[src/rtl/bus_pkg.sv]
// ---------------------------------------------------------------------------
// bus_pkg
// Shared definitions for the CPU/DMA memory bus.
//   ADDR_W / DATA_W : default address and data widths of the shared memory
//   owner_t         : which requester currently drives the memory port
//   addr_t / data_t : address and data word types sized from the defaults
// ---------------------------------------------------------------------------
package bus_pkg;

   localparam int ADDR_W = 16;
   localparam int DATA_W = 8;

   typedef enum logic {
      OWN_CPU = 1'b0,
      OWN_DMA = 1'b1
   } owner_t;

   typedef logic [ADDR_W-1:0] addr_t;
   typedef logic [DATA_W-1:0] data_t;

endpackage

[src/rtl/mem_arbiter.sv]
// ---------------------------------------------------------------------------
// mem_arbiter
// Shares one single-port memory between the 65C02 core and a DMA requester.
// The CPU is stalled through cpu_rdy while the DMA side owns the port, and a
// DMA burst is cut after MAX_BURST transfers so the CPU always gets a turn.
//
// Ports:
//   clk, reset                  clock, synchronous active-low reset
//   cpu_ab/cpu_do/cpu_we        CPU address, write data, write enable
//   cpu_di, cpu_rdy             CPU read data, CPU ready (0 = stall)
//   dma_req/dma_addr/dma_wdata  DMA request and its held transfer fields
//   dma_we                      DMA write (1) / read (0)
//   dma_gnt                     DMA transfer accepted this cycle
//   dma_rdata, dma_rvalid       DMA read data and its one-cycle valid pulse
//   mem_addr/mem_we/mem_din     memory port command
//   mem_dout                    memory read data, one cycle after address
// ---------------------------------------------------------------------------
module mem_arbiter
   import bus_pkg::*;
#(
   parameter int AW        = ADDR_W,
   parameter int DW        = DATA_W,
   parameter int MAX_BURST = 8
) (
   input  logic          clk,
   input  logic          reset,
   input  logic [AW-1:0] cpu_ab,
   input  logic [DW-1:0] cpu_do,
   input  logic          cpu_we,
   output logic [DW-1:0] cpu_di,
   output logic          cpu_rdy,
   input  logic          dma_req,
   input  logic [AW-1:0] dma_addr,
   input  logic [DW-1:0] dma_wdata,
   input  logic          dma_we,
   output logic          dma_gnt,
   output logic [DW-1:0] dma_rdata,
   output logic          dma_rvalid,
   output logic [AW-1:0] mem_addr,
   output logic          mem_we,
   output logic [DW-1:0] mem_din,
   input  logic [DW-1:0] mem_dout
);

   // A single-transfer burst still needs one counter bit to keep the
   // declarations legal; the compare value is then simply zero.
   localparam int             CW   = (MAX_BURST > 1) ? $clog2(MAX_BURST) : 1;
   localparam logic [CW-1:0]  LAST = CW'(MAX_BURST - 1);

   owner_t          owner;
   owner_t          owner_next;
   owner_t          prev_owner;
   logic [CW-1:0]   burst_cnt;
   logic [CW-1:0]   burst_cnt_next;
   logic            prev_dma_rd;
   logic [DW-1:0]   cpu_hold;

   // Ownership register plus the one-cycle-delayed view of the port that
   // steers returning read data. Reset drops any read still in flight.
   always_ff @(posedge clk) begin
      if (!reset) begin
         owner       <= OWN_CPU;
         burst_cnt   <= '0;
         prev_owner  <= OWN_CPU;
         prev_dma_rd <= 1'b0;
         cpu_hold    <= '0;
      end else begin
         owner       <= owner_next;
         burst_cnt   <= burst_cnt_next;
         prev_owner  <= owner;
         prev_dma_rd <= dma_gnt & ~dma_we;
         if (prev_owner == OWN_CPU) begin
            cpu_hold <= mem_dout;
         end
      end
   end

   // Next owner, burst counting and the memory port mux. A DMA write is
   // only issued while the request is actually present, so a dropped
   // request never corrupts memory on its way back to the CPU.
   always_comb begin
      owner_next     = owner;
      burst_cnt_next = burst_cnt;
      cpu_rdy        = 1'b1;
      dma_gnt        = 1'b0;
      mem_addr       = cpu_ab;
      mem_we         = cpu_we;
      mem_din        = cpu_do;
      case (owner)
         OWN_CPU: begin
            if (dma_req) begin
               owner_next     = OWN_DMA;
               burst_cnt_next = '0;
            end
         end
         OWN_DMA: begin
            cpu_rdy  = 1'b0;
            dma_gnt  = dma_req;
            mem_addr = dma_addr;
            mem_we   = dma_req & dma_we;
            mem_din  = dma_wdata;
            if (dma_req) begin
               burst_cnt_next = burst_cnt + 1'b1;
            end
            if (!dma_req || (burst_cnt == LAST)) begin
               owner_next     = OWN_CPU;
               burst_cnt_next = '0;
            end
         end
         default: begin
            owner_next = OWN_CPU;
         end
      endcase
   end

   // Read data goes straight through to whoever issued the read last cycle;
   // a stalled CPU keeps seeing its own last read rather than DMA traffic.
   assign dma_rvalid = prev_dma_rd;
   assign dma_rdata  = mem_dout;
   assign cpu_di     = (prev_owner == OWN_CPU) ? mem_dout : cpu_hold;

endmodule

[config.mk]
export PLATFORM = sky130hd
export DESIGN_NAME = mem_arbiter
export DESIGN_NICKNAME = d
export VERILOG_FILES = /design/src/rtl/bus_pkg.sv /design/src/rtl/mem_arbiter.sv
export SDC_FILE = /design/constraint.sdc
export NUM_CORES = 1
export LEC_CHECK = 0
export BUFFER_PORTS_ARGS = -buffer_cell sky130_fd_sc_hd__buf_2
export CELL_PAD_IN_SITES_DETAIL_PLACEMENT = 0
export CELL_PAD_IN_SITES_GLOBAL_PLACEMENT = 1
export CORE_ASPECT_RATIO = 1.25
export CORE_MARGIN = 10
export CORE_UTILIZATION = 23
export CTS_CLUSTER_SIZE = 24
export DETAILED_ROUTE_END_ITERATION = 10
export HOLD_SLACK_MARGIN = 0.15
export PLACE_DENSITY = 0.9
export SETUP_SLACK_MARGIN = 0.15
export SLEW_MARGIN = 20
export SYNTH_ARGS = -nofsm -noshare
export SYNTH_HDL_FRONTEND = slang
export SYNTH_SLANG_ARGS = --single-unit
[constraint.sdc]
create_clock -name clk -period 1.59 [get_ports clk]
set_input_delay 0.0795 -clock clk [delete_from_list [all_inputs] [get_ports clk]]
set_output_delay 0.0795 -clock clk [all_outputs]
set_load 0.02 [all_outputs]
After elaboration in Yosys (flattened, before gate mapping)
Cells that the tools add are included.
- memories kept: 0
- bits in registers: 14
- RAM bits: 0
- bits in latches: 0
- output and inout bits: 44
- ROM bits: 0
- order comparisons: 0
- add/subtract/negate cells: 1
- multiplexer cells: 13
- bitwise gates (word level): 4
- equal/unequal tests: 3
- reductions and logical operators: 3
- shift-type cells: 0
- multiply operators: 0
- divide/modulo/power cells: 0
- operator list (operator ; count):
    $mux W16 ; 1
    $mux W8 ; 2
    $mux W3 ; 3
    $pmux W3 S2 ; 1
    $mux W1 ; 5
    $add A3 B1 Y3 const B ; 1
    $eq A3 B3 Y1 const B ; 1
    $ne A3 B2 Y1 const B ; 1
    $and A1 B1 Y1 ; 2
    $ne A2 B2 Y1 const B ; 1
    $not A1 Y1 ; 2
    $pmux W1 S2 ; 1
    $reduce_and A2 Y1 ; 1
    $logic_not A1 Y1 ; 1
    $logic_or A1 B1 Y1 ; 1

Logic depth before layout (Yosys ltp)
- depth in word-level cells: 4
- depth in mapped cells: 4

Worst setup path after synthesis
Ideal clock, no wire load.
- path kind: register to register
- start: register burst_cnt[0]
- end: register burst_cnt[0]
- library setup time: 0.115 ns
- slack: 0.464 ns
- arrival time: 1.011 ns
- stages on the path, launching flop included: 5
- path through: dfxtp_1 ha_1 ha_1 and4bb_2 o21a_1
- longest elaborated chain between the ends: 4
- elaborated cells on any way between the ends: 8
- classes of those cells: add/sub: 1; eq/ne: 2; mux: 3; reduce/logical: 2
- RTL lines (element ; line ; RTL):
    start: declaration ; mem_arbiter.sv:53 ; logic [CW-1:0] burst_cnt;
    start signal: assignment ; mem_arbiter.sv:69 ; burst_cnt <= burst_cnt_next;
    $add A3 B1 Y3 / $eq A3 B3 Y1 (equally long branches) ; mem_arbiter.sv:103, mem_arbiter.sv:105 ;
    $mux W3 / $logic_or A1 B1 Y1 (equally long branches) ; mem_arbiter.sv:102, mem_arbiter.sv:105 ;
    $mux W3 / $ne A3 B2 Y1 (equally long branches) ; -- ;
    $pmux W3 S2 / $reduce_and A2 Y1 (equally long branches) ; -- ;
Parallel ways exist; a longest one is shown, timed or not. The select of a mux whose other input is x is not followed.
A chain may end at the register's enable or synchronous reset.

Final worst setup path
- start: register owner
- end: output mem_addr[3]
- longest elaborated chain between the ends: 1
- RTL lines (element ; line ; RTL):
    start: declaration ; mem_arbiter.sv:50 ; owner_t owner;
    start signal: assignment ; mem_arbiter.sv:68 ; owner <= owner_next;
    $mux W16 ; mem_arbiter.sv:89 ; case (owner)
    end: declaration ; mem_arbiter.sv:39 ; output logic [AW-1:0] mem_addr,
No other way between the ends.

==> flow_metrics.py <==
metrics = {
    "setup_path": {
        "endpoint_kind": "primary output",
        "critical_path.startpoint_type": "flop",
        "timing.setup.critical_path_class": "reg -> out",
        "critical_path_arrival_ns": 1.34,
        "cp_max_fo": 20,
        "worst_ep_required_time_ns": 1.51,
        "ff2ff_setup_slack_ns": 0.39,
    },
    "power_and_ir_drop": {
        "power.share.clock_pct": 31.1,
        "power_total_w": 0.00111,
        "power_density_nw_per_um2": 710,
        "fraction_of_power_consumed_by_combinational_cells_pct": 35.3,
        "switching_share_pct": 30.1,
        "switchingPower_w": 0.000335,
        "power.ir.vdd_worst_v": 0.000355,
        "share_seq_of_total_power_pct": 33.6,
        "p_int_w": 0.000776,
        "power_leakage_nw": 0.816,
    },
    "synth": {
        "combinational_family_with_the_most_area_after_synthesis": "multiplexers",
        "adder_and_majority_gate_portion_of_the_synthesized_area_pct": 2.59,
        "ys_seq_area_share_pct": 29.0,
        "mappedNetlistArea_um2": 966,
        "synth.distinct_cells": 20,
        "synthesis.yosys.warnings": 0,
        "synthXorXnorAreaFrac_pct": 0,
        "syn-mean-instance-area_um2": 11.4,
        "synth-compound-area-share_pct": 3.76,
        "yosys.area_share.simple_pct": 13.7,
        "post_syn_nets": 148,
        "ys_ff_latch": 14,
        "synth.mux.area_fraction_pct": 40.4,
        "post_synth_inst_count": 85,
    },
    "layout": {
        "multi_input_gate_area_um2": 584,
        "fraction_of_final_layout_cells_sized_beyond_drive_strength_1_pct": 78.4,
        "final_core_utilization_pct": 38.5,
        "register_area_um2": 280,
        "finish.net_count": 249,
        "antenna_cells_inserted": 0,
        "fillerInstances": 406,
        "areaGrowthSynthToFinish_pct": 61.9,
    },
    "global_routing": {
        "pin_count_of_the_biggest_net_entering_global_routing": 21,
        "first_global_vias": 1033,
        "overall_fraction_of_global_route_tracks_in_use_pct": 8.93,
        "wire_length_of_the_first_global_routing_pass_um": 5400,
        "grt_remaining_overflow": 0,
        "antenna_violations_before_repair": 0,
    },
    "place": {
        "dp.final_hpwl_um": 3130,
        "io_buffers": 104,
        "place.gp.congestion": 0.863,
    },
    "clock_tree": {
        "cts.sink_count": 14,
        "h_tree_levels": 1,
        "ctsRootBufferMaster": "clkbuf_8",
        "clk-insertion-delay-late_ns": 0.24,
        "cts_tree": "done",
        "cts_max_path_buffers": 2,
        "tritoncts.num_buffers": 3,
        "clkSlewWorstSetupHoldPaths_ns": 0.06,
    },
    "sta": {
        "pin_slew_with_the_least_headroom_to_its_limit_ns": 0.231,
        "maxSlewHeadroom_pct": 84.6,
        "layout_min_cycle_time_ns": 1.42,
        "final.hold.worst_slack_ns": 0.188,
        "rsz_0062_raised_after_global_routing": "yes",
        "timing_hold_violations_final": 0,
        "final-setup-viol-count": 0,
        "slew_viol_final": 0,
        "clock_skew_ns": 0.00160,
        "maxClockFrequency_mhz": 705,
        "share_of_the_clock_period_used_by_the_worst_path_after_layout_pct": 89.2,
        "fin_setup_tns_ns": 0,
    },
    "floorplanning": {
        "core.rowCount": 26,
        "num_io_pins": 105,
        "floorplan.die_area_um2": 7210,
        "core_um2": 4070,
        "initial_utilization_pct": 23.8,
        "dieWidth_um": 78.0,
        "fp.dieH_um": 92.5,
    },
    "status": {
        "outcome": "finished, final reports clean",
    },
    "route": {
        "total_wire_length_um": 3630,
        "drt_pre_antenna_iters": 2,
        "via_per_inst": 4.16,
        "detail-route-antenna-nets": 0,
        "post_drt_wl_per_cell_um": 15.1,
        "dr.first_iter.drc_count": 18,
        "vias": 1002,
        "drc": 0,
    },
    "min_path": {
        "worst_hold_path_type": "in -> reg",
    },
    "run": {
        "drv.max_cap_violation_count": 0,
    },
}
[path summary, 6_finish.rpt]
kind	from	endpoint	cells past startpoint
setup / recovery	owner	mem_addr[3]	3
hold / removal	mem_dout[7]	cpu_hold[7]	3
setup reg to reg	burst_cnt[0]	burst_cnt[0]	4
hold reg to reg	burst_cnt[1]	burst_cnt[1]	2
[cells in the mapped netlist]
cell type / count / area [um2]
mux2_2: 24 / 270
dfxtp_1: 14 / 280
buf_4: 11 / 82.6
and2_1: 9 / 56.3
mux2_4: 8 / 120
a21boi_1: 2 / 15.0
ha_1: 2 / 25.0
nand4b_1: 2 / 17.5
or3b_1: 2 / 17.5
a21oi_1: 1 / 5.00
a22o_1: 1 / 8.76
and2_4: 1 / 8.76
and3b_1: 1 / 8.76
and4bb_2: 1 / 12.5
buf_6: 1 / 11.3
clkbuf_1: 1 / 3.75
inv_1: 1 / 3.75
nand2_1: 1 / 3.75
nor3b_1: 1 / 7.51
o21a_1: 1 / 7.51
[final cells by class]
| cell class | instances | area share, % |
|---|---|---|
| clock buffers | 4 | 3.52 |
| inverters | 1 | 0.240 |
| multi-input cells | 57 | 37.4 |
| flip-flops and latches | 14 | 17.9 |
| well taps | 56 | 4.48 |
| repair buffers | 109 | 36.5 |
[through the flow]
| stage | cell area [um2] | cells | setup WS, ns |
|---|---|---|---|
| 2_1_floorplan | 966 | 85 | 0.464 |
| 3_3_place_gp | 1480 | 235 | 0.389 |
| 3_5_place_dp | 1480 | 235 | 0.381 |
| 4_1_cts | 1560 | 241 | 0.152 |
| 5_1_grt | 1560 | 241 | 0.138 |
| 6_report | 1560 | 241 | 0.172 |
[power groups by stage]
stage	registers (W)	clock network [W]	logic, W
finish	0.000373	0.000345	0.000392
global route	0.000374	0.000381	0.000422
CTS	0.000373	0.000362	0.000399
detailed placement	0.000380	0	0.000392
global placement	0.000380	0	0.000389
floorplan	0.000380	0	0.000242
[sequential cells by signal, indices dropped and copies added, names as in the netlist]
name,cells
prev_owner,1
dma_rvalid,1
burst_cnt,3
owner,1
cpu_hold,8
[critical path: stages, from the launching register on]
cell and delay [ns]:
dfxtp_1 0.37, buf_8 0.19, mux2_2 0.37, buf_2 0.17
[cell families after synthesis]
group	count (synthesis)
multiplexers	32
AND/OR/NAND/NOR	18
buffers and inverters	14
flip-flops	14
AO/OA/AOI/OAI	5
adder cells (fa/ha/maj)	2
[routing by layer]
metal | track usage (%) | share of wire [%] | up-vias
met5 | 0 | 0 | -
met4 | 1.35 | 0 | 0
met3 | 6.00 | 17 | 0
met2 | 14.6 | 43 | 83
met1 | 9.58 | 40 | 429
li1 | - | - | 490
[placed cells by master, fill, tap and decap left out, types with 2 or more instances in the layout]
master and count:
a21boi_1 2, and2_1 9, buf_2 104, buf_4 2
clkbuf_8 4, dfxtp_1 14, dlygate4sd3_1 2, ha_1 2
mux2_2 24, mux2_4 8, nand4b_1 2, or3b_1 2
[timing repair]
| item | in CTS | in global routing |
|---|---|---|
| hold buffers | 2 | 0 |
| gates resized for setup | 1 | 1 |
| pin swaps | 0 | 0 |
| endpoints found under the setup margin | 20 | 21 |
| buffers inserted | 0 | 0 |
| endpoints found under the hold margin | 2 | 0 |
No activity file was read; power rests on OpenSTA's default activity.
